### src/rtl/multicycle_ctrl.sv
// rtl/multicycle_ctrl.sv - multicycle processor control FSM with memory wait timeout
module multicycle_ctrl #(
    parameter int WAIT_MAX = 15
) (
    input  logic       clk,
    input  logic       reset,
    input  logic       run,
    input  logic [7:0] instruction,
    input  logic       mem_ready,
    output logic       pc_increment,
    output logic       mem_read,
    output logic       mem_write,
    output logic       reg_write,
    output logic       mem_to_reg,
    output logic       alu_to_reg,
    output logic       reg_a_to_mem,
    output logic       reg_b_to_mem,
    output logic       read_en,
    output logic [1:0] reg_write_address,
    output logic [7:0] ir,
    output logic       halted,
    output logic       mem_timeout,
    output logic       illegal_op,
    output logic [7:0] retired
);

    typedef enum logic [2:0] {
        S_IDLE,
        S_FETCH,
        S_DECODE,
        S_EXEC,
        S_MEM,
        S_WB,
        S_HALT
    } state_t;

    localparam logic [3:0] OP_NOP  = 4'b0000;
    localparam logic [3:0] OP_ADD  = 4'b0001;
    localparam logic [3:0] OP_SUB  = 4'b0010;
    localparam logic [3:0] OP_AND  = 4'b0011;
    localparam logic [3:0] OP_NOT  = 4'b0100;
    localparam logic [3:0] OP_RD_A = 4'b0101;
    localparam logic [3:0] OP_RD_B = 4'b0110;
    localparam logic [3:0] OP_WR_A = 4'b0111;
    localparam logic [3:0] OP_WR_B = 4'b1000;
    localparam logic [3:0] OP_HALT = 4'b1111;

    // The last wait count at which a still-pending access gives up.
    localparam logic [3:0] WAIT_LAST = 4'(WAIT_MAX - 1);

    state_t     state_q, state_d;
    logic [7:0] ir_q, ir_d;
    logic [7:0] retired_q, retired_d;
    logic [3:0] wait_q, wait_d;
    logic       timeout_q, timeout_d;

    logic [3:0] op;
    logic       is_nop, is_alu, is_rd, is_wr, is_halt, is_illegal;

    // Opcode classification from the latched instruction register.
    always_comb begin
        op         = ir_q[7:4];
        is_nop     = (op == OP_NOP);
        is_alu     = (op == OP_ADD) || (op == OP_SUB) || (op == OP_AND) || (op == OP_NOT);
        is_rd      = (op == OP_RD_A) || (op == OP_RD_B);
        is_wr      = (op == OP_WR_A) || (op == OP_WR_B);
        is_halt    = (op == OP_HALT);
        is_illegal = !(is_nop || is_alu || is_rd || is_wr || is_halt);
    end

    // State, instruction register, retire counter, wait counter and timeout flag.
    always_ff @(posedge clk or posedge reset) begin
        if (reset) begin
            state_q   <= S_IDLE;
            ir_q      <= 8'h00;
            retired_q <= 8'h00;
            wait_q    <= 4'd0;
            timeout_q <= 1'b0;
        end else begin
            state_q   <= state_d;
            ir_q      <= ir_d;
            retired_q <= retired_d;
            wait_q    <= wait_d;
            timeout_q <= timeout_d;
        end
    end

    // Next-state logic; run and mem_ready only steer transitions, never outputs.
    always_comb begin
        state_d   = state_q;
        ir_d      = ir_q;
        retired_d = retired_q;
        wait_d    = wait_q;
        timeout_d = 1'b0;
        case (state_q)
            S_IDLE: begin
                if (run) state_d = S_FETCH;
            end
            S_FETCH: begin
                ir_d    = instruction;
                state_d = S_DECODE;
            end
            S_DECODE: begin
                if (is_nop) begin
                    state_d   = S_FETCH;
                    retired_d = retired_q + 8'd1;
                end else if (is_alu) begin
                    state_d = S_EXEC;
                end else if (is_rd || is_wr) begin
                    state_d = S_MEM;
                    wait_d  = 4'd0;
                end else if (is_halt) begin
                    state_d = S_HALT;
                end else begin
                    state_d = S_FETCH;
                end
            end
            S_EXEC: begin
                state_d   = S_FETCH;
                retired_d = retired_q + 8'd1;
            end
            S_MEM: begin
                // A ready on the final wait cycle still completes the access.
                if (mem_ready) begin
                    if (is_rd) begin
                        state_d = S_WB;
                    end else begin
                        state_d   = S_FETCH;
                        retired_d = retired_q + 8'd1;
                    end
                end else if (wait_q == WAIT_LAST) begin
                    state_d   = S_FETCH;
                    timeout_d = 1'b1;
                    wait_d    = 4'd0;
                end else begin
                    wait_d = wait_q + 4'd1;
                end
            end
            S_WB: begin
                state_d   = S_FETCH;
                retired_d = retired_q + 8'd1;
            end
            S_HALT: begin
                state_d = S_HALT;
            end
            default: begin
                state_d = S_IDLE;
            end
        endcase
    end

    // Datapath controls decoded from state and ir only.
    always_comb begin
        pc_increment      = 1'b0;
        mem_read          = 1'b0;
        mem_write         = 1'b0;
        reg_write         = 1'b0;
        mem_to_reg        = 1'b0;
        alu_to_reg        = 1'b0;
        reg_a_to_mem      = 1'b0;
        reg_b_to_mem      = 1'b0;
        read_en           = 1'b0;
        reg_write_address = 2'b00;
        halted            = 1'b0;
        illegal_op        = 1'b0;
        case (state_q)
            S_FETCH: begin
                pc_increment = 1'b1;
            end
            S_DECODE: begin
                read_en    = is_alu || is_wr;
                illegal_op = is_illegal;
            end
            S_EXEC: begin
                read_en           = 1'b1;
                alu_to_reg        = 1'b1;
                reg_write         = 1'b1;
                reg_write_address = ir_q[1:0];
            end
            S_MEM: begin
                if (is_rd) begin
                    mem_read = 1'b1;
                end else if (op == OP_WR_A) begin
                    mem_write    = 1'b1;
                    reg_a_to_mem = 1'b1;
                    read_en      = 1'b1;
                end else if (op == OP_WR_B) begin
                    mem_write    = 1'b1;
                    reg_b_to_mem = 1'b1;
                    read_en      = 1'b1;
                end
            end
            S_WB: begin
                mem_to_reg        = 1'b1;
                reg_write         = 1'b1;
                reg_write_address = (op == OP_RD_B) ? 2'b01 : 2'b00;
            end
            S_HALT: begin
                halted = 1'b1;
            end
            default: begin
            end
        endcase
    end

    assign mem_timeout = timeout_q;
    assign ir          = ir_q;
    assign retired     = retired_q;

endmodule

### config.mk
export PLATFORM = sky130hd
export DESIGN_NAME = multicycle_ctrl
export DESIGN_NICKNAME = d
export VERILOG_FILES = /design/src/rtl/multicycle_ctrl.sv
export SDC_FILE = /design/constraint.sdc
export NUM_CORES = 1
export LEC_CHECK = 0
export CORE_ASPECT_RATIO = 1.4
export CORE_MARGIN = 10
export CORE_UTILIZATION = 35
export CTS_CLUSTER_DIAMETER = 40
export DETAILED_ROUTE_END_ITERATION = 16
export HOLD_SLACK_MARGIN = 0.05
export MAX_ROUTING_LAYER = met4
export PLACE_DENSITY = 0.65
export SLEW_MARGIN = 20
export SYNTH_ARGS = -nofsm -noshare
export SYNTH_HDL_FRONTEND = slang
export SYNTH_SLANG_ARGS = --single-unit
### constraint.sdc
create_clock -name clk -period 2.8 [get_ports clk]
set_clock_uncertainty 0.2 [all_clocks]
set_input_delay 0.56 -clock clk [delete_from_list [all_inputs] [get_ports clk]]
set_output_delay 0.56 -clock clk [all_outputs]
set_load 0.02 [all_outputs]
==> results of run 1 <==
[sequential cells by signal (all words and copies together), names as in the netlist]
name,count
mem_timeout,1
state_q,3
retired,8
wait_q,4
ir,8
[metrics by stage]
stage / hold slack [ns] / instances / setup slack [ns] / instance area (um^2) / util [%]
global placement: 0.257 / 222 / 0.201 / 1850 / 49.9
finish: 0.278 / 226 / 0.0871 / 1920 / 51.7
CTS: 0.289 / 226 / 0.0429 / 1910 / 51.4
global route: 0.312 / 226 / 0.0106 / 1920 / 51.7
floorplan: 0.241 / 137 / 0.197 / 1380 / -
detailed placement: 0.276 / 222 / 0.191 / 1850 / 49.9
[critical path: cells and delay by family, from the launching register on]
family        cells  cell delay, ns
simple gates      2            0.69
flops             1            0.39
buf+inv           1            0.62
[final timing paths]
| kind | from | to | slack [ns] | depth (start not counted) |
|---|---|---|---|---|
| max | ir[4] | reg_b_to_mem | 0.09 | 3 |
| min | retired[7] | retired[7] | 0.28 | 1 |
| max reg2reg | ir[4] | retired[1] | 0.88 | 5 |
| min reg2reg | retired[7] | retired[7] | 0.28 | 1 |
| max in group asynchronous | reset | wait_q[0] | 1.26 | 2 |
| min in group asynchronous | reset | retired[5] | 0.59 | 2 |
[layout by cell type (no fill, tap or decap), types with 5 or more instances in the layout]
master,n
sky130_fd_sc_hd__clkdlybuf4s50_1,36
sky130_fd_sc_hd__nand2_1,15
sky130_fd_sc_hd__nor2_1,10
sky130_fd_sc_hd__xor2_1,5
sky130_fd_sc_hd__nand2b_1,5
sky130_fd_sc_hd__buf_4,8
sky130_fd_sc_hd__inv_1,5
sky130_fd_sc_hd__nand3_1,5
sky130_fd_sc_hd__dfrtp_1,24
sky130_fd_sc_hd__o21ai_0,6
[routing by layer]
layer	vias up	part of all wire, %
met2	32	55
met1	603	38
li1	567	-
met3	2	5.9
met5	-	0
met4	0	0.71
[cells by family (layout without fill, tap and decap cells)]
| kind of cell | Yosys count | count (layout) | share of synthesized area (%) |
|---|---|---|---|
| simple gates | 58 | 58 | 25.1 |
| compound gates | 24 | 24 | 10.9 |
| flops | 24 | 24 | 43.6 |
| buf+inv | 11 | 58 | 4.82 |
| xor+xnor | 8 | 8 | 5.64 |
| mux | 8 | 8 | 6.45 |
| fa+ha+maj | 4 | 4 | 3.45 |
[power breakdown]
group | switching [mW] | internal, mW
registers | 0.109 | 0.482
clock network | 0.107 | 0.125
logic | 0.743 | 0.624
total | 0.959 | 1.23
[final cells by class]
class | instances | area [um^2] | area share (%)
Multi-Input combinational cell | 102 | 714 | 37.3
Sequential cell | 24 | 601 | 31.3
Timing Repair Buffer | 49 | 475 | 24.8
Clock buffer | 4 | 55.1 | 2.87
Tap cell | 42 | 52.6 | 2.74
Inverter | 5 | 18.8 | 0.979
==> qor.tcl, run 1 <==
set qor(die_area_mm2) 0.00688
set qor(worst_path_largest_cell_delay_ns) 0.62
set qor(drt_first_iter_violations) 39
set qor(hpwlAfterDp_mm) 2.87
set qor(yosysTopAreaCellShare_pct) 43.6
set qor(post_route_cells_drive_above_1_share_pct) 15.2
set qor(dominantRegCellSynth) {sky130_fd_sc_hd__dfrtp_1}
set qor(synth_sequential_area_ratio_pct) 43.6
set qor(grt_pass1_vias) 1369
set qor(worstPathArrival_ns) 1.95
set qor(synth_warnings) 0
set qor(outcome) {completed}
set qor(clock_tree_from_tritoncts) {yes}
set qor(cp-end-kind) {output pin}
set qor(cellPowerDensity_mw_per_mm2) 1140
set qor(maxCapViolCount) 0
set qor(max_freq_mhz) 369
set qor(post_drt_wl_per_cell_um) 15.7
set qor(track_usage_pct) 11.3
set qor(post-route-drc-count) 0
set qor(total_power_mw) 2.19
set qor(path_class) {flip-flop to output pin}
set qor(synthMostInstantiatedCell) {sky130_fd_sc_hd__dfrtp_1}
set qor(report.final.hold_viol_count) 0
set qor(grt_start_max_net_pins) 25
set qor(leakage_nw) 0.878
set qor(deepest_level_of_the_cts_h_tree) 1
set qor(setup_tns_ns) 0
set qor(slew_headroom_pct) 40.1
set qor(netlist-cell-type-count) 42
set qor(number_of_nets_produced_by_synthesis) 152
set qor(floorplan.initialDensity_pct) 37.1
set qor(synth_top_area_cell) {sky130_fd_sc_hd__dfrtp_1}
set qor(detailedRoute.firstPassIterationCount) 4
set qor(area_delta_synth_final_pct) 39.3
set qor(cts_hold_repair.buffers) 0
set qor(path_cells) {or4b_4 > nor2_1 > clkdlybuf4s50_1}
set qor(worstMarginPinSlew_ns) 0.898
set qor(post_synth_main_area_contributors) {sky130_fd_sc_hd__dfrtp_1 44%, sky130_fd_sc_hd__nand2_1 4.1%, sky130_fd_sc_hd__mux2_2 3.3%, sky130_fd_sc_hd__nor2_1 3.3%, sky130_fd_sc_hd__xor2_1 3.2%}
set qor(post-cts-setup-buffer-count) 0
set qor(met3_usage_pct) 2.65
set qor(routed_via_density) 5.33
set qor(grt.met1_usage_pct) 11.5
set qor(overflow) 0
set qor(critical_path_required_ns) 2.04
set qor(die-width_um) 73
set qor(grtUsageMet2_pct) 20.5
set qor(setup_viol) 0
set qor(cpMaxStageDelayCell) {sky130_fd_sc_hd__clkdlybuf4s50_1}
set qor(cts_inserted_buffers) 3
set qor(core_mm2) 0.00371
set qor(detail-route-antenna-nets) 0
set qor(power.ir.vdd_worst_v) 0.000629
set qor(clkLatencyLatePin_ns) 0.26
set qor(syn_area_per_cell_um2) 10.0
set qor(port_buffers) 41
set qor(grt_pass1_wl_mm) 6.27
set qor(grt_antenna_before_repair) 0
set qor(clk_transition_reported_paths_ns) 0.08
set qor(row_count) 26
set qor(clockBufferDepth) 2
set qor(finish.net_count) 200
set qor(antenna_cells_inserted) 0
set qor(clockRootBuffer) {sky130_fd_sc_hd__clkbuf_8}
set qor(worst_hold_check_path_type) {flip-flop to flip-flop}
set qor(die_span_in_y_um) 94.2
set qor(place.gp.congestion) 0.859
set qor(timing.final.crit_share_pct) 96.9
set qor(slew_violations) 0
set qor(clock_sinks) 24
set qor(synthesized_instance_count) 137
set qor(final_period_minus_worst_setup_slack_ns) 2.71
set qor(unrepaired_setup_endpoints_after_global_routing) {no}
set qor(post_cts.resized_instances) 3
set qor(routed_wl_mm) 3.54
set qor(worst_setup_path_start_kind) {flip-flop}
set qor(final.fill_count) 381
set qor(synth.cell_area_mm2) 0.00138
set qor(number_of_enable_type_register_cells_in_the_synthesized_netlist) 0
set qor(ys_seq_elements) 24
set qor(via_count) 1204
set qor(boundaryPins) 42
set qor(synth.cells.most_frequent) {24 x sky130_fd_sc_hd__dfrtp_1, 15 x sky130_fd_sc_hd__nand2_1, 12 x sky130_fd_sc_hd__nor2_1}
set qor(critical_path.max_fanout) 3
set qor(gr-max-usage-layer) {met2}
set qor(async_reset_ff_share_pct) 100
Power figures use the tool's default switching activity.
==> inputs of run 2 (changes only) <==
--- a/config.mk
+++ b/config.mk
@@ -13,6 +13,7 @@
 export HOLD_SLACK_MARGIN = 0.05
 export MAX_ROUTING_LAYER = met4
 export PLACE_DENSITY = 0.65
+export REMOVE_ABC_BUFFERS = 1
 export SLEW_MARGIN = 20
 export SYNTH_ARGS = -nofsm -noshare
 export SYNTH_HDL_FRONTEND = slang
==> run 2 against run 1 <==
Effect of this change: flip-flop and latch count unchanged; critical endpoint is now illegal_op; highest routed layer unchanged; clock-buffer cell count is 1 lower; wire length increased by 0.71%; largest power group unchanged; first-iteration DRC count decreased by 21%; setup slack better by 0.0017 ns; via count fell by 2.1%.
==> qor.tcl, run 2 (synthesis gave the netlist of run 1 again) <==
set qor(dp_worst_setup_slack_ns) 0.161
set qor(hpwlAfterDp_mm) 2.77
set qor(setup_viol) 0
set qor(drt_first_iter_violations) 31
set qor(core_mm2) 0.00371
set qor(regToRegStartpoint) {ir[6]}
set qor(critical_path_required_ns) 2.04
set qor(power_report.internal_total_mw) 1.31
set qor(overflow) 0
set qor(cp-end-kind) {output pin}
set qor(area_delta_synth_final_pct) 41.9
set qor(worst_setup_path_start_kind) {flip-flop}
set qor(routed_via_density) 5.15
set qor(report.final.hold_viol_count) 0
set qor(worstMarginPinSlew_ns) 0.388
set qor(grt_pass1_wl_mm) 6.11
set qor(routed_wl_mm) 3.57
set qor(clkLatencyLatePin_ns) 0.27
set qor(antenna_cells_inserted) 0
set qor(cpMaxStageDelayCell) {sky130_fd_sc_hd__clkdlybuf4s50_1}
set qor(power.clock.fraction_pct) 13.3
set qor(slew_violations) 0
set qor(cellPowerDensity_mw_per_mm2) 1170
set qor(unrepaired_setup_endpoints_after_global_routing) {no}
set qor(row_count) 26
set qor(boundaryPins) 42
set qor(die_area_mm2) 0.00688
set qor(switching_portion_of_total_power_pct) 42.5
set qor(finish.net_count) 203
set qor(clk_transition_reported_paths_ns) 0.09
set qor(cts_inserted_buffers) 3
set qor(path_cells) {nand2b_1 > nor2_1 > and4b_1 > clkdlybuf4s50_1}
set qor(floorplan.initialDensity_pct) 37.1
set qor(worst_slack_ns) 0.0888
set qor(timing.final.crit_share_pct) 96.8
set qor(maxCapViolCount) 0
set qor(place_area_mm2) 0.00187
set qor(detail-route-antenna-nets) 0
set qor(grt_start_max_net_pins) 25
set qor(die_span_in_y_um) 94.2
set qor(clockBufferDepth) 2
set qor(most_frequent_cells_in_the_layout) {36 x sky130_fd_sc_hd__clkdlybuf4s50_1, 24 x sky130_fd_sc_hd__dfrtp_1, 15 x sky130_fd_sc_hd__nand2_1}
set qor(layout.cells.most_common) {sky130_fd_sc_hd__clkdlybuf4s50_1}
set qor(post-route-cell-area_mm2) 0.00195
set qor(worst_path_largest_cell_delay_ns) 0.60
set qor(post_drt_wl_per_cell_um) 15.6
set qor(power.ir.vdd_worst_v) 0.000855
set qor(outcome) {completed}
set qor(clock_tree_from_tritoncts) {yes}
set qor(via_count) 1179
set qor(comb_power_share_pct) 60.4
set qor(total_power_mw) 2.28
set qor(setup_tns_ns) 0
set qor(leakage_nw) 0.901
set qor(final_period_minus_worst_setup_slack_ns) 2.71
set qor(p_sw_mw) 0.970
set qor(place.gp.congestion) 0.870
set qor(multi_input_comb_area_um2) 712
set qor(worst_hold_check_path_type) {flip-flop to flip-flop}
set qor(path_class) {flip-flop to output pin}
set qor(post-route-drc-count) 0
set qor(clock_sinks) 24
set qor(pwr-share-seq_pct) 26.3
set qor(port_buffers) 41
set qor(clockRootBuffer) {sky130_fd_sc_hd__clkbuf_8}
set qor(die-width_um) 73
set qor(grt_antenna_before_repair) 0
set qor(max_freq_mhz) 369
set qor(critical_path.max_fanout) 5
set qor(post_route_cells_drive_above_1_share_pct) 16.0
set qor(final-seq-area_um2) 601
set qor(slew_headroom_pct) 74.1
set qor(deepest_level_of_the_cts_h_tree) 1
set qor(worstPathArrival_ns) 1.95
set qor(critical_path.startpoint) {state_q[0]}
set qor(hold_path.startpoint) {retired[7]}
set qor(track_usage_pct) 11.1
set qor(detailedRoute.firstPassIterationCount) 4
set qor(grt_pass1_vias) 1297
set qor(final.fill_count) 356
## run 2: critical path: cells and delay by family, from the launching register on
kind / cells / cell delay (ns)
buf+inv: 1 / 0.60
flops: 1 / 0.43
simple gates: 3 / 0.66
## run 2: power by group through the flow
stage / clock, mW / combinational [mW] / sequential [mW]
floorplan: 0 / 0.590 / 0.797
global placement: 0 / 1.37 / 0.595
detailed placement: 0 / 1.39 / 0.610
CTS: 0.314 / 1.40 / 0.604
global route: 0.325 / 1.51 / 0.627
finish: 0.304 / 1.38 / 0.601
## run 2: metrics by stage
step	hold WS (ns)	util (%)	cells
final	0.276	52.7	229
after global routing	0.320	52.7	229
after CTS	0.289	52.4	229
after detailed placement	0.274	50.5	225
after global placement	0.255	50.5	225
after floorplan	0.241	-	131
## run 2: timing repair
item,CTS,global route
setup buffers,0,0
hold buffers,0,0
cloned,0,0
resized for setup,2,4
endpoints found under the setup margin,2,4
## run 2: worst paths after layout
path / end / slack, ns / cells after the start
worst max-delay path: illegal_op / 0.09 / 4
worst min register to register: retired[7] / 0.28 / 1
worst max register to register: retired[1] / 0.83 / 6
worst min-delay path: retired[7] / 0.28 / 1
min in group asynchronous: retired[4] / 0.43 / 3
max in group asynchronous: state_q[0] / 1.72 / 3
## run 2: metal layers
| layer | vias to the layer above | track usage [%] | wire length, um |
|---|---|---|---|
| li1 | 577 | - | - |
| met1 | 557 | 11.9 | 1480 |
| met2 | 43 | 18.5 | 1750 |
| met3 | 2 | 4.44 | 317 |
| met4 | 0 | 2.86 | 25 |
| met5 | - | - | 0 |
## run 2: final cells by class
cell class,count,area share (%)
well taps,42,2.69
flip-flops and latches,24,30.7
multi-input cells,102,36.5
repair buffers,52,25.5
clock inverters,1,1.54
clock buffers,3,2.11
inverters,5,0.961
==> inputs of run 3 (changes only) <==
--- a/config.mk
+++ b/config.mk
@@ -8,13 +8,12 @@
 export CORE_ASPECT_RATIO = 1.4
 export CORE_MARGIN = 10
 export CORE_UTILIZATION = 35
-export CTS_CLUSTER_DIAMETER = 40
+export CTS_CLUSTER_DIAMETER = 60
 export DETAILED_ROUTE_END_ITERATION = 16
 export HOLD_SLACK_MARGIN = 0.05
 export MAX_ROUTING_LAYER = met4
 export PLACE_DENSITY = 0.65
 export REMOVE_ABC_BUFFERS = 1
-export SLEW_MARGIN = 20
 export SYNTH_ARGS = -nofsm -noshare
 export SYNTH_HDL_FRONTEND = slang
 export SYNTH_SLANG_ARGS = --single-unit
==> results of run 3 <==
Same layout as run 2: the final DEF is identical, and so are final timing and power.
